--- src/rtl/register_scoreboard.sv ---
// Write-side hazard scoreboard for the 5-stage MIPS pipeline: tracks pending destination
// registers with forwarding countdowns and drives PC/IF-ID hold and ID/EX bubble controls.
// Optional SCOREBOARD_STATS_EN adds stall_cycles / hazard_events counters.
module register_scoreboard #(
  parameter int NREGS      = 32,
  parameter int LAT_W      = 3,
  parameter int FORWARDING = 1
) (
  input  logic             clk,
  input  logic             rst,
  input  logic             issue_valid,
  input  logic             issue_regwrite,
  input  logic [4:0]       issue_rd,
  input  logic [LAT_W-1:0] issue_latency,
  input  logic [4:0]       IFID_rs,
  input  logic [4:0]       IFID_rt,
  input  logic             wb_valid,
  input  logic [4:0]       wb_rd,
  input  logic             flush,
  output logic             stall,
  output logic             PCWrite,
  output logic             IFID_write,
  output logic             memRegWriteSelection
`ifdef SCOREBOARD_STATS_EN
  ,
  output logic [31:0]      stall_cycles,
  output logic [15:0]      hazard_events
`endif
);

  logic [NREGS-1:0] pending;
  logic [NREGS-1:0] pending_nxt;
  logic [LAT_W-1:0] cnt     [NREGS];
  logic [LAT_W-1:0] cnt_nxt [NREGS];

  logic issue_accept;
  logic wb_clear;
  logic rs_haz;
  logic rt_haz;

  // Reads of $0 never hazard; without forwarding the write-first regfile bypasses a same-cycle writeback.
  function automatic logic src_hazard(input logic [4:0] s);
    logic h;
    h = 1'b0;
    if (s != 5'd0) begin
      if (FORWARDING != 0) h = pending[s] && (cnt[s] != '0);
      else                 h = pending[s] && !(wb_valid && (wb_rd == s));
    end
    return h;
  endfunction

  assign rs_haz = src_hazard(IFID_rs);
  assign rt_haz = src_hazard(IFID_rt);

  assign stall                = rs_haz | rt_haz;
  assign PCWrite              = !stall;
  assign IFID_write           = !stall;
  assign memRegWriteSelection = !stall;

  assign issue_accept = issue_valid && issue_regwrite && !stall && (issue_rd != 5'd0);
  assign wb_clear     = wb_valid && (wb_rd != 5'd0);

  // Per-entry priority: issue > writeback > countdown.
  always_comb begin
    for (int r = 0; r < NREGS; r++) begin
      pending_nxt[r] = pending[r];
      cnt_nxt[r]     = (cnt[r] != '0) ? (cnt[r] - LAT_W'(1)) : '0;
      if (wb_clear && (wb_rd == 5'(r))) begin
        pending_nxt[r] = 1'b0;
        cnt_nxt[r]     = '0;
      end
      if (issue_accept && (issue_rd == 5'(r))) begin
        pending_nxt[r] = 1'b1;
        cnt_nxt[r]     = issue_latency;
      end
    end
  end

  always_ff @(posedge clk) begin
    if (rst || flush) begin
      pending <= '0;
      for (int r = 0; r < NREGS; r++) cnt[r] <= '0;
    end else begin
      pending <= pending_nxt;
      for (int r = 0; r < NREGS; r++) cnt[r] <= cnt_nxt[r];
    end
  end

`ifdef SCOREBOARD_STATS_EN
  logic stall_q;

  // Counters survive flush; only reset clears them.
  always_ff @(posedge clk) begin
    if (rst) begin
      stall_cycles  <= '0;
      hazard_events <= '0;
      stall_q       <= 1'b0;
    end else begin
      stall_q <= stall;
      if (stall && (stall_cycles != '1))
        stall_cycles <= stall_cycles + 32'd1;
      if (stall && !stall_q && (hazard_events != '1))
        hazard_events <= hazard_events + 16'd1;
    end
  end
`endif

endmodule

--- config.mk ---
export PLATFORM = sky130hd
export DESIGN_NAME = register_scoreboard
export DESIGN_NICKNAME = d
export VERILOG_FILES = /design/src/rtl/register_scoreboard.sv
export SDC_FILE = /design/constraint.sdc
export NUM_CORES = 1
export LEC_CHECK = 0
export ABC_AREA = 0
export CORE_MARGIN = 8
export CORE_UTILIZATION = 49
export CTS_CLUSTER_SIZE = 40
export DETAILED_ROUTE_END_ITERATION = 8
export HOLD_SLACK_MARGIN = 0.1
export PLACE_DENSITY = 0.67
export SYNTH_ARGS = -nofsm -noshare
export SYNTH_HDL_FRONTEND = slang
export SYNTH_SLANG_ARGS = --single-unit
--- constraint.sdc ---
create_clock -name clk -period 4.6 [get_ports clk]
set_input_delay 0.92 -clock clk [delete_from_list [all_inputs] [get_ports clk]]
set_output_delay 0.92 -clock clk [all_outputs]
set_load 0.02 [all_outputs]
==> results.tsv <==
stage	metric	value	unit
critical_path	cp-end-kind	output port	
clocking	post_cts_buffers	0	
power	p_leak	2.89	nW
detailed_routing	firstDrtPassIters	6	
timing	setup_viol	0	
critical_path	crit-reg2reg-capture	cnt[2][1]	
detailed_routing	route.vias.total	6750	
run	drv_cap	0	
worst_hold_path	hold_path_end	cnt[0][2]	
global_routing	globalRouteMet2Util	0.397	
global_routing	overflow	0	
critical_path	startpoint_type	primary input	
timing	fin_crit	4.46	ns
die	die_x	140	microns
synth	yosysSeqAreaShare	0.342	
die	die-area	0.0195	sq mm
synth	synth_xor_xnor_area_share	0	
run_status	status	finished clean	
power	power_density	327	mW/mm^2
timing	slew_headroom	0.294	
global_routing	busiest_layer	met2	
cells_and_area	num_antenna_cells	0	
placement	gp_congestion	0.933	
clocking	clock_latency	0.43	ns
cells_and_area	fill_cells	1308	
cells_and_area	most-common-layout-cells	nand2_1, dfxtp_1, nor2_1	
clocking	cts-root-buf	clkbuf_16	
die	placementRows	45	
worst_hold_path	hp-start	cnt[0][2]	
worst_hold_path	hp-class	flip-flop to flip-flop	
synth	ys_seq_elements	128	
clocking	cts_max_path_buffers	2	
critical_path	cp.depth	10	
detailed_routing	avgRoutedWirePerCell	21.2	microns
clocking	numCtsBuffers	17	
synth	synth_cell_type_count	55	
critical_path	critPathMaxStageDelay	0.62	ns
detailed_routing	ant_nets	0	
global_routing	grt_pass1_vias	6814	
cells_and_area	regArea	0.00256	sq mm
synth	synth-compound-area-share	0.0944	
critical_path	cp_top_family	buffers and inverters	
critical_path	path_common_cell	clkdlybuf4s50_1	
critical_path	ff2ff_setup_slack	1.17	ns
synth	ys_warn_count	0	
synth	synth_fp_nets	870	
detailed_routing	avgViaCountPerCell	6.30	
cells_and_area	syn_to_final_growth	16.5	%
timing	skew	0.00890	ns
timing	holdWs	0.458	ns
clocking	clock-sinks	128	
synth	ys.flop_type	dfxtp_1	
die	core_area	0.0151	sq mm
synth	syn_inst	841	
global_routing	use_met3	0.0643	
timing	worst_pin_slew	1.06	ns
worst_hold_path	timing.hold.worst_path_depth	2	
clocking	htreeDepth	4	
cells_and_area	layout_commonest_cell	nand2_1	
global_routing	antenna_found_initial	0	
power	ir_drop	0.000255	V
critical_path	r2r_cells	9	
synth	synthSimpleGateAreaFrac	0.337	
synth	syn_area	0.00749	sq mm
die	dieHeight	140	microns
synth	async_flop_share	0	
detailed_routing	drc	0	
global_routing	grt_max_degree	51	
cells_and_area	drive_gt1_frac	0.134	
critical_path	required	3.68	ns
critical_path	worstPathArrival	3.54	ns
die	start_util	0.496	
global_routing	grt_pass1_wl	36200	microns
synth	synth.area.mux_share	0.189	
placement	numPortBuffers	32	
timing	fin_crit_sh	0.969	
die	io_pins	33	
clocking	cts_tree	done	
cells_and_area	multi_input_area	0.00467	sq mm
synth	syn_avg_cell_area	8.91	sq um
synth	synth_fa_ha_area_frac	0	
cells_and_area	nNetsFinal	901	
critical_path	slowest_stage	clkdlybuf4s50_1	
timing	slew_violations	0	
synth	synth_top_family_by_area	simple AND/OR/NAND/NOR gates	
critical_path	path_cells	clkdlybuf4s50_1 -> buf_12 -> buf_4 -> o41ai_1 -> a21oi_1 -> a211oi_1 -> a311o_1 -> nand4_4 -> inv_1 -> clkdlybuf4s50_1	
critical_path	rr_startpoint	cnt[13][0]	
cells_and_area	fin_util	0.578	
timing	grt_setup_unrepaired	false	
timing	timing.fmax	224	MHz
timing	setup_tns	0	ns
placement	hpwlAfterDp	16100	microns
global_routing	grt_usage	0.237	
synth	synth_edf_count	0	
detailed_routing	drt-initial-drc-count	671	
critical_path	worst-path-buf-inv	5	
critical_path	timing.setup.critical_path_class	primary input to output port	
critical_path	crit_fanout	18	
global_routing	use_met1	0.271	
clocking	clk_pin_slew	0.06	ns
detailed_routing	routed_wl	22700	microns
timing	hold_viol	0	
## stage by stage
| step | setup WS (ns) | cells | power (W) | area [sq um] |
|---|---|---|---|---|
| 2_1_floorplan | 0.660 | 841 | 0.00128 | 7490 |
| 3_3_place_gp | -0.0426 | 1041 | 0.00136 | 8070 |
| 3_5_place_dp | -0.118 | 1041 | 0.00137 | 8070 |
| 4_1_cts | 0.0311 | 1071 | 0.00287 | 8730 |
| 5_1_grt | 0.00348 | 1071 | 0.00294 | 8730 |
| 6_report | 0.145 | 1071 | 0.00286 | 8730 |
## worst max path at each step
stage	from	end	slack, ns
floorplan	IFID_rt[0]	PCWrite	0.66
finish	IFID_rs[1]	memRegWriteSelection	0.14
global placement	IFID_rt[0]	IFID_write	-0.04
global route	IFID_rs[1]	memRegWriteSelection	0.003
detailed placement	IFID_rt[0]	memRegWriteSelection	-0.12
CTS	IFID_rt[1]	memRegWriteSelection	0.03
## flip-flops by register name, indices dropped and copies added (netlist names)
name     count
pending     32
cnt         96
## what timing repair did
item | CTS | global route
gates resized for setup | 1 | 3
hold buffers | 0 | 0
pin swaps | 0 | 1
setup endpoints to repair | 4 | 4
## kinds of logic (layout without fill, tap and decap cells)
kind of cell | count (synthesis) | count (layout)
AOI/OAI and AO/OA | 108 | 108
buffers and inverters | 57 | 99
DFF | 128 | 128
muxes | 115 | 115
and+or+nand+nor | 433 | 433
## Yosys cell counts (4+ instances only)
| master | instances | share of area |
|---|---|---|
| nand2_1 | 154 | 0.077 |
| dfxtp_1 | 128 | 0.34 |
| nor2_1 | 77 | 0.039 |
| mux2i_1 | 67 | 0.090 |
| a21oi_1 | 51 | 0.034 |
| or3_1 | 36 | 0.030 |
| nand4b_1 | 33 | 0.039 |
| nor3_1 | 31 | 0.021 |
| clkbuf_1 | 30 | 0.015 |
| and2_1 | 23 | 0.019 |
| o21a_1 | 23 | 0.023 |
| mux2_1 | 21 | 0.032 |
| nor4_4 | 20 | 0.057 |
| mux4_2 | 15 | 0.045 |
| nor2b_1 | 13 | 0.011 |
| mux2_4 | 10 | 0.020 |
| nand2b_1 | 9 | 0.0075 |
| buf_2 | 8 | 0.0053 |
| inv_1 | 8 | 0.0040 |
| nor4_1 | 8 | 0.0067 |
| o211ai_1 | 8 | 0.0080 |
| nand3_1 | 5 | 0.0033 |
| or4_1 | 5 | 0.0050 |
| buf_1 | 4 | 0.0020 |
| nand4_1 | 4 | 0.0033 |
## metal layers
layer / share of wire / vias to the layer above
met3: 0.080 / 71
met2: 0.48 / 327
met5: 0 / -
li1: - / 3109
met4: 0.037 / 0
met1: 0.40 / 3243
## worst register-to-register path, delay by kind of cell (launching register included)
kind                   cells  cell delay (ns)
flip-flops                 1             0.33
AND/OR/NAND/NOR            5             1.83
multiplexers               2             0.72
buffers and inverters      1             0.28
AO/OA/AOI/OAI              1             0.16
## power breakdown
group          leakage [nW]  internal [W]  switching (W)  total, W
clock                 0.321       0.00101       0.000498   0.00151
combinational          1.53     0.0000774       0.000156  0.000234
sequential             1.03       0.00111     0.00000183   0.00111
total                  2.89       0.00220       0.000656   0.00286
## cell type report
class                   count  share of cell area
flip-flops and latches    128               0.294
inverters                   9             0.00387
clock inverters             9              0.0206
well taps                 188              0.0270
clock buffers              21              0.0551
multi-input cells         656               0.535
repair buffers             60              0.0648
Power figures use the tool's default switching activity.
